File: config.mk
export PLATFORM = sky130hd
export DESIGN_NAME = countdown_ctrl
export DESIGN_NICKNAME = d
export VERILOG_FILES = /design/src/rtl/countdown_ctrl_pkg.sv /design/src/rtl/countdown_ctrl_btn_cond.sv /design/src/rtl/countdown_ctrl.sv
export SDC_FILE = /design/constraint.sdc
export NUM_CORES = 1
export LEC_CHECK = 0
export ABC_AREA = 0
export CAP_MARGIN = 0
export CORE_MARGIN = 4
export CORE_UTILIZATION = 42
export DETAILED_ROUTE_END_ITERATION = 10
export PLACE_DENSITY = 0.6
export SKIP_LAST_GASP = 1
export SLEW_MARGIN = 5
export SYNTH_ARGS = -nofsm -noshare
export SYNTH_HDL_FRONTEND = slang
export SYNTH_SLANG_ARGS = --single-unit
File: constraint.sdc
create_clock -name clk -period 5.4 [get_ports clk]
set_clock_uncertainty 0.2 [all_clocks]
set_input_delay 1.62 -clock clk [delete_from_list [all_inputs] [get_ports clk]]
set_output_delay 1.62 -clock clk [all_outputs]
set_load 0.005 [all_outputs]
File: src/rtl/countdown_ctrl_pkg.sv
// Shared definitions for the countdown sequencer: FSM state encoding and
// the BCD to active-low 7-segment table (bit order a..g, left to right).
package countdown_ctrl_pkg;

    typedef enum logic [1:0] {
        IDLE  = 2'd0,
        RUN   = 2'd1,
        PAUSE = 2'd2,
        DONE  = 2'd3
    } state_t;

    localparam logic [0:6] SEG_BLANK = 7'b1111111;

    localparam logic [0:6] SEG_TABLE [10] = '{
        7'b0000001,  // 0
        7'b1001111,  // 1
        7'b0010010,  // 2
        7'b0000110,  // 3
        7'b1001100,  // 4
        7'b0100100,  // 5
        7'b0100000,  // 6
        7'b0001111,  // 7
        7'b0000000,  // 8
        7'b0000100   // 9
    };

    function automatic logic [0:6] seg_decode(input logic [3:0] digit);
        if (digit > 4'd9) return SEG_BLANK;
        return SEG_TABLE[digit];
    endfunction

    function automatic logic [3:0] bcd_clamp(input logic [3:0] digit);
        return (digit > 4'd9) ? 4'd9 : digit;
    endfunction

endpackage

File: src/rtl/countdown_ctrl_btn_cond.sv
// Button conditioner: 2-FF synchronizer, stability debounce, and a one-cycle
// registered pulse on each accepted press.
module btn_cond #(
    parameter int unsigned DB_CYCLES = 500_000
) (
    input  logic clk,
    input  logic reset_n,
    input  logic btn,
    output logic pulse
);

    localparam int unsigned CNT_W = $clog2(DB_CYCLES + 1);

    logic             sync1;
    logic             sync2;
    logic             stable;
    logic             stable_q;
    logic [CNT_W-1:0] db_cnt;

    always_ff @(posedge clk or negedge reset_n) begin
        if (!reset_n) begin
            sync1    <= 1'b0;
            sync2    <= 1'b0;
            stable   <= 1'b0;
            stable_q <= 1'b0;
            db_cnt   <= '0;
            pulse    <= 1'b0;
        end else begin
            sync1 <= btn;
            sync2 <= sync1;
            // any bounce back to the accepted level restarts the stability window
            if (sync2 == stable) begin
                db_cnt <= '0;
            end else if (db_cnt == CNT_W'(DB_CYCLES - 1)) begin
                stable <= sync2;
                db_cnt <= '0;
            end else begin
                db_cnt <= db_cnt + 1'b1;
            end
            stable_q <= stable;
            pulse    <= stable & ~stable_q;
        end
    end

endmodule

File: src/rtl/countdown_ctrl.sv
// 2-digit BCD countdown sequencer: loads from switches, counts down once per
// prescaled tick, start/pause/abort via two debounced buttons, drives two HEX digits.
module countdown_ctrl
    import countdown_ctrl_pkg::*;
#(
    parameter int unsigned TICK_DIV  = 50_000_000,
    parameter int unsigned DB_CYCLES = 500_000
) (
    input  logic       clk,
    input  logic       reset_n,
    input  logic [7:0] load_val,
    input  logic       start_btn,
    input  logic       pause_btn,
    output logic [0:6] hex0,
    output logic [0:6] hex1,
    output logic       running,
    output logic       done
);

    localparam int unsigned PRE_W = $clog2(TICK_DIV);

    state_t           state;
    state_t           state_nxt;
    logic [7:0]       count;
    logic [7:0]       count_nxt;
    logic [7:0]       count_dec;
    logic [7:0]       load_clamped;
    logic [PRE_W-1:0] pre;
    logic [PRE_W-1:0] pre_nxt;
    logic             tick;
    logic             start_pulse;
    logic             pause_pulse;

    btn_cond #(.DB_CYCLES(DB_CYCLES)) u_start_cond (
        .clk     (clk),
        .reset_n (reset_n),
        .btn     (start_btn),
        .pulse   (start_pulse)
    );

    btn_cond #(.DB_CYCLES(DB_CYCLES)) u_pause_cond (
        .clk     (clk),
        .reset_n (reset_n),
        .btn     (pause_btn),
        .pulse   (pause_pulse)
    );

    assign load_clamped = {bcd_clamp(load_val[7:4]), bcd_clamp(load_val[3:0])};
    assign tick         = (pre == PRE_W'(TICK_DIV - 1));

    always_comb begin
        if (count[3:0] == 4'd0) count_dec = {count[7:4] - 4'd1, 4'd9};
        else                    count_dec = {count[7:4], count[3:0] - 4'd1};
    end

    always_comb begin
        state_nxt = state;
        count_nxt = count;
        pre_nxt   = pre;
        case (state)
            IDLE: begin
                count_nxt = load_clamped;
                if (!pause_pulse && start_pulse) begin
                    if (count == 8'h00) begin
                        state_nxt = DONE;
                        count_nxt = 8'h00;
                    end else begin
                        state_nxt = RUN;
                        count_nxt = count;
                        pre_nxt   = '0;
                    end
                end
            end
            RUN: begin
                pre_nxt = tick ? '0 : pre + 1'b1;
                if (tick) begin
                    count_nxt = count_dec;
                    if (count == 8'h01) state_nxt = DONE;
                end
                // reaching zero on this tick takes precedence over a pause
                if (pause_pulse && state_nxt != DONE) state_nxt = PAUSE;
            end
            PAUSE: begin
                if (pause_pulse)      state_nxt = IDLE;
                else if (start_pulse) state_nxt = RUN;
            end
            DONE: begin
                count_nxt = 8'h00;
                if (start_pulse && !pause_pulse) state_nxt = IDLE;
            end
        endcase
    end

    always_ff @(posedge clk or negedge reset_n) begin
        if (!reset_n) begin
            state <= IDLE;
            count <= 8'h00;
            pre   <= '0;
        end else begin
            state <= state_nxt;
            count <= count_nxt;
            pre   <= pre_nxt;
        end
    end

    always_ff @(posedge clk or negedge reset_n) begin
        if (!reset_n) begin
            hex0    <= SEG_TABLE[0];
            hex1    <= SEG_TABLE[0];
            running <= 1'b0;
            done    <= 1'b0;
        end else begin
            hex0    <= seg_decode(count[3:0]);
            hex1    <= seg_decode(count[7:4]);
            running <= (state == RUN);
            done    <= (state == DONE);
        end
    end

endmodule

Yosys cells after proc, flatten, opt, wreduce, memory -nomap -nowiden
Memory sizes are Yosys's and may differ from the RTL's.
Cells that the tools add are included.
{ "classes": {"add_sub_neg": 5, "n_mul": 0, "div": 0, "n_lt_le_gt_ge": 6, "eq_ne": 17, "shift": 0, "n_mux": 35, "bitwise": 8, "n_reduce_logical": 14} }
{ "op_table": {"columns": ["cell", "count"], "rows": [
  ["two-way mux 26 bit", 3],
  ["two-way mux 19 bit", 4],
  ["two-way mux 7 bit", 8],
  ["case mux 26 bit (2 select lines)", 1],
  ["adder 19 x 1 -> 19 bit, second input constant", 2],
  ["== test 19 bit, second input constant", 2],
  ["two-way mux 8 bit", 4],
  ["adder 26 x 1 -> 26 bit, second input constant", 1],
  ["== test 26 bit, second input constant", 1],
  ["case mux 8 bit (3 select lines)", 1],
  ["two-way mux 2 bit", 9],
  ["greater-than comparator 4 bit, second input constant", 4],
  ["inequality test 2 bit, second input constant", 6],
  [">= comparator 5 bit, second input constant", 2],
  ["inverter 4 -> 5 bit", 2],
  ["AND reduction 3 bit", 3],
  ["== test 8 x 1 -> 1 bit, second input constant", 1],
  ["zero test 8 bit", 1],
  ["two-way mux 4 bit", 2],
  ["case mux 2 bit (4 select lines)", 1],
  ["subtractor 4 x 1 -> 4 bit, second input constant", 2],
  ["== test 2 bit, second input constant", 2],
  ["zero test 4 bit", 1],
  ["inverter 1 bit", 4],
  ["other kinds (13)", 18]
]} }
{ "totals": {"regBits": 100, "latch_bits": 0, "mem_bits_rw": 0, "rom_bits": 224, "wordCells": 107, "n_memories": 2} }
{ "memory_table": {"columns": ["memory", "words", "word_bits", "rd", "rd_ports_with_merged_regs", "write_ports", "line_no", "source"], "rows": [
  ["(name not given)", 16, 7, 1, 0, 0, "countdown_ctrl_pkg.sv:29", "return SEG_TABLE[digit];"],
  ["(name not given)", 16, 7, 1, 0, 0, "countdown_ctrl_pkg.sv:29", null]
]} }

Logic depth before layout (Yosys ltp)
{ "logic_depth": {"ltp_word": 8, "depth_mapped": 9, "mapped_depth_nobuf": 7} }

Modules after synthesis
Synthesis repeated with hierarchy kept, for this count alone.
{ "unflattened": {"hier_cells": 536, "area_unflattened_um2": 5332.6} }
{ "by_module_without_submodules": {"columns": ["module", "instances", "cells_each", "area_each_um2", "seq_area_each_um2"], "rows": [
  ["countdown_ctrl", 1, 320, 3060.4, 1303.8],
  ["btn_cond", 2, 108, 1136.1, 600.6]
]} }

Worst setup path before layout
OpenSTA, ideal clock, no wires.
{ "synth_timing": {"path_kind": "input port to flip-flop", "start": "input load_val[5]", "end": "register count[4]", "setup_time_ps": 125, "arrival_time_ps": 2217, "t_required_ps": 5075, "setup_slack_ps": 2859, "path_stages": 4, "n_path_buf": 0, "path_cell_list": "o21a_1 o21ai_0 o21ai_0 mux2_2"} }
{ "synth_between": {"elab_chain_len": 4} }
{ "synth_lines": {"columns": ["element", "line_no", "source"], "rows": [
  ["start, declared", "countdown_ctrl.sv:11", "input logic [7:0] load_val,"],
  ["greater-than comparator 4 bit", "countdown_ctrl_pkg.sv:33", "return (digit > 4'd9) ? 4'd9 : digit;"],
  ["two-way mux 4 bit", "countdown_ctrl_pkg.sv:33", null],
  ["two-way mux 8 bit", "countdown_ctrl.sv:63", "if (!pause_pulse && start_pulse) begin"],
  ["case mux 8 bit (3 select lines)", "countdown_ctrl.sv:60", "case (state)"],
  ["end signal, assigned", "countdown_ctrl.sv:101", "count <= count_nxt;"],
  ["end, declared", "countdown_ctrl.sv:24", "logic [7:0] count;"]
]} }
Every way passes these cells.
A chain may end at the register's enable or synchronous reset.

Worst setup path in the final report
{ "layout_timing": {"start": "register hex0[6] (netlist name)", "end": "output hex0[6] (netlist name)"} }
{ "layout_rtl": {"columns": ["element", "line_no", "source"], "rows": [
  ["start, declared", "countdown_ctrl.sv:14", "output logic [0:6] hex0,"],
  ["start signal, assigned", "countdown_ctrl.sv:108", "hex0 <= SEG_TABLE[0];"],
  ["start signal, assigned", "countdown_ctrl.sv:113", "hex0 <= seg_decode(count[3:0]);"]
]} }
No word-level cell between the ends.

==> metrics <==
status finished clean; number of max-cap violations 0; syn nets 569; # IOs 28; CP endpoint kind primary output; post-route minimum period about 3.2 ns; number of synthesized flops with an enable pin 0; number of diodes 0; gpl congestion around 0.82; initial antenna violation count 0; endpoints failing setup 0; Initial Utilization 0.4311; core region area roughly 12000 um^2; Yosys top cell area share 0.4697; largest family of logic cells by synthesized area simple AND/OR/NAND/NOR gates; most common cell after layout, fill and taps aside dfrtp_1; first-pass GRT wire length 18280 um; RSZ-0062 raised after global routing no; Synth Area in Adders 0.02876; final period utilization 0.5861; final hold vios 0; Fill cells around 1200; static leakage ~2.4 nW; WP buf/inv 1; critical path class reg -> out; final WL 10530 um; commonest cells after routing, fill and taps aside 98 x dfrtp_1, 68 x nor2_1, 40 x nand2_1, 30 x nand3_1; Main synth FF type dfrtp_1; delay-heaviest family, CP flip-flops; Hold WC Path Type reg -> reg; top post-synthesis cells by area dfrtp_1 47%, nor2_1 4.9%, xor2_1 3.7%, ha_1 2.9%, nand2_1 2.9%; CTS tree done; post-cts sizing count 0; Ys Warns 0; layout cells sized above 1 0.08451; mux cell area share after synthesis 0.01318; Worst path max stage delay 0.52 ns; Syn-to-layout area delta 12.32%; mapped cell area 5221 um^2; Buffers on Ports 27; clk_lat worst skew ~0.34 ns; WL/cell between 10 and 15 um; max_slew headroom 0.3630; H-tree depth 3; fmax between 0.3 and 0.4 GHz; clock-pin transition on the worst setup and hold timing paths approximately 0.070 ns; simple-gate share of the synthesized area 0.2336; Final Worst Setup Slack 2.235 ns; cts-stage hold buffer count 0; Worst-Margin Slew between 0.9 and 1 ns; cell at the slowest stage of the critical path dfstp_2; VDD IR max about 160 uV; startpoint types flop; TritonCTS Buffers 9; dpl cells just over 700; num rows 40; Layout Cells excl Fill about 740; CTS sink cnt 100; CP Cell Sequence clkdlybuf4s50_1; grt ovf 0; Mapped Cells approximately 550; pwr dens roughly 260 nW/um^2; Residual DRC 0; largest net degree at the start of global routing a little over 70; Vias slightly below 4000; Max Slew Vio Count 0; drt first pass iters 5; Reg area between 2000 and 3000 um^2; HPWL Detailed 7138 um; width of the die around 120 um; Synth cell types 68; WP data required 3.58 ns; initial DRC count ~350; Synth Area in Compound Gates 0.1371; die area roughly 14000 um^2; final hold slack between 0.15 and 0.2 ns; vias per cell between 5 and 6; final core area utilization 0.4842; Yosys reg bits 100; vias in the first global route roughly 3900; xor and xnor area share after synthesis 0.06207; Setup Fix Bufs, Post-CTS 0; Nets a little under 600; Longest Clk Path Bufs 2; antenna-violating nets left 0; multi-input logic area between 2000 and 2500 um^2; Synth area leader dfrtp_1; pre-CTS WS between 2 and 2.5 ns; worst endpoint data arrival time between 1 and 1.5 ns; setup TNS 0 ns; CP Max Fanout 1; Seq/Total Area, Yosys 0.4798; Syn Area/Cell between 9 and 10 um^2; GRT Total Usage 0.1529; Clock Tree Root clkbuf_16; die height about 120 um; async set or reset register ratio after synthesis 1.000
[layer usage]
| metal | track usage | routed length (um) | up-vias |
|---|---|---|---|
| li1 | - | - | 1969 |
| met5 | 0 | 0 | - |
| met2 | 0.2521 | 4974 | 67 |
| met1 | 0.2020 | 5137 | 1933 |
| met3 | 0.03582 | 339 | 8 |
| met4 | 0.04438 | 74 | 0 |
[metrics by stage]
step,cell area [um^2],total power [W]
after CTS,5864,0.001543
after global routing,5864,0.001589
after floorplan,5221,0.0008449
after global placement,5574,0.0009030
after detailed placement,5574,0.0009042
final,5864,0.001517
[kinds of logic (layout without fill, tap and decap cells)]
family / Yosys count / in the layout
xor gates and xnor gates: 37 / 37
and+or+nand+nor: 234 / 234
DFF: 100 / 100
adders and majority gates: 12 / 12
muxes: 6 / 6
AOI/OAI and AO/OA: 108 / 108
buffers and inverters: 48 / 71
[power by group]
part           leakage [nW]  switching [W]  internal [W]
logic                 0.952      0.0000539     0.0000479
registers              1.33      0.0000160      0.000770
clock network         0.146       0.000295      0.000334
[path summary, 6_finish.rpt]
path,from,cells after the start,slack [ns],endpoint
setup / recovery,hex0[6]$_DFF_PN1_,1,2.23,hex0[6]
hold reg to reg,u_start_cond.sync1$_DFF_PN0_,0,0.15,u_start_cond.sync2$_DFF_PN0_
max in group asynchronous,reset_n,2,2.88,pre[20]$_DFFE_PN0P_
setup reg to reg,pre[0]$_DFFE_PN0P_,6,2.33,count[4]$_DFFE_PN0P_
min in group asynchronous,reset_n,1,1.20,pre[14]$_DFFE_PN0P_
hold / removal,u_start_cond.sync1$_DFF_PN0_,0,0.15,u_start_cond.sync2$_DFF_PN0_
[registers in the layout, indices dropped and copies added, names as in the netlist, 2 cells and up]
register	cells
u_start_cond.db_cnt	19
u_pause_cond.db_cnt	19
hex1	7
count	8
state	2
hex0	7
pre	26
[cells in the mapped netlist, types with 4 or more instances]
master and number:
nand2_1 40, a21oi_1 24, nor2_1 68, and3_1 6
a31oi_1 14, nand3_1 30, nor2b_1 4, or2_2 5
and2_1 4, o31ai_1 4, nor3_1 18, and4_1 4
ha_1 12, nand4_1 15, dfrtp_1 98, o21ai_0 26
buf_2 13, xnor2_1 15, nor4_1 8, or3_1 9
o21ai_1 5, xor2_1 22, inv_1 25
[final cells by class]
cell class / instances / share of cell area
Inverter: 26 / 0.01664
Sequential cell: 100 / 0.4271
Clock inverter: 6 / 0.008748
Multi-Input combinational cell: 397 / 0.4227
Timing Repair Buffer: 29 / 0.04822
Clock buffer: 10 / 0.04075
Tap cell: 168 / 0.03584
Note: power is estimated with default switching activity, not from simulation.
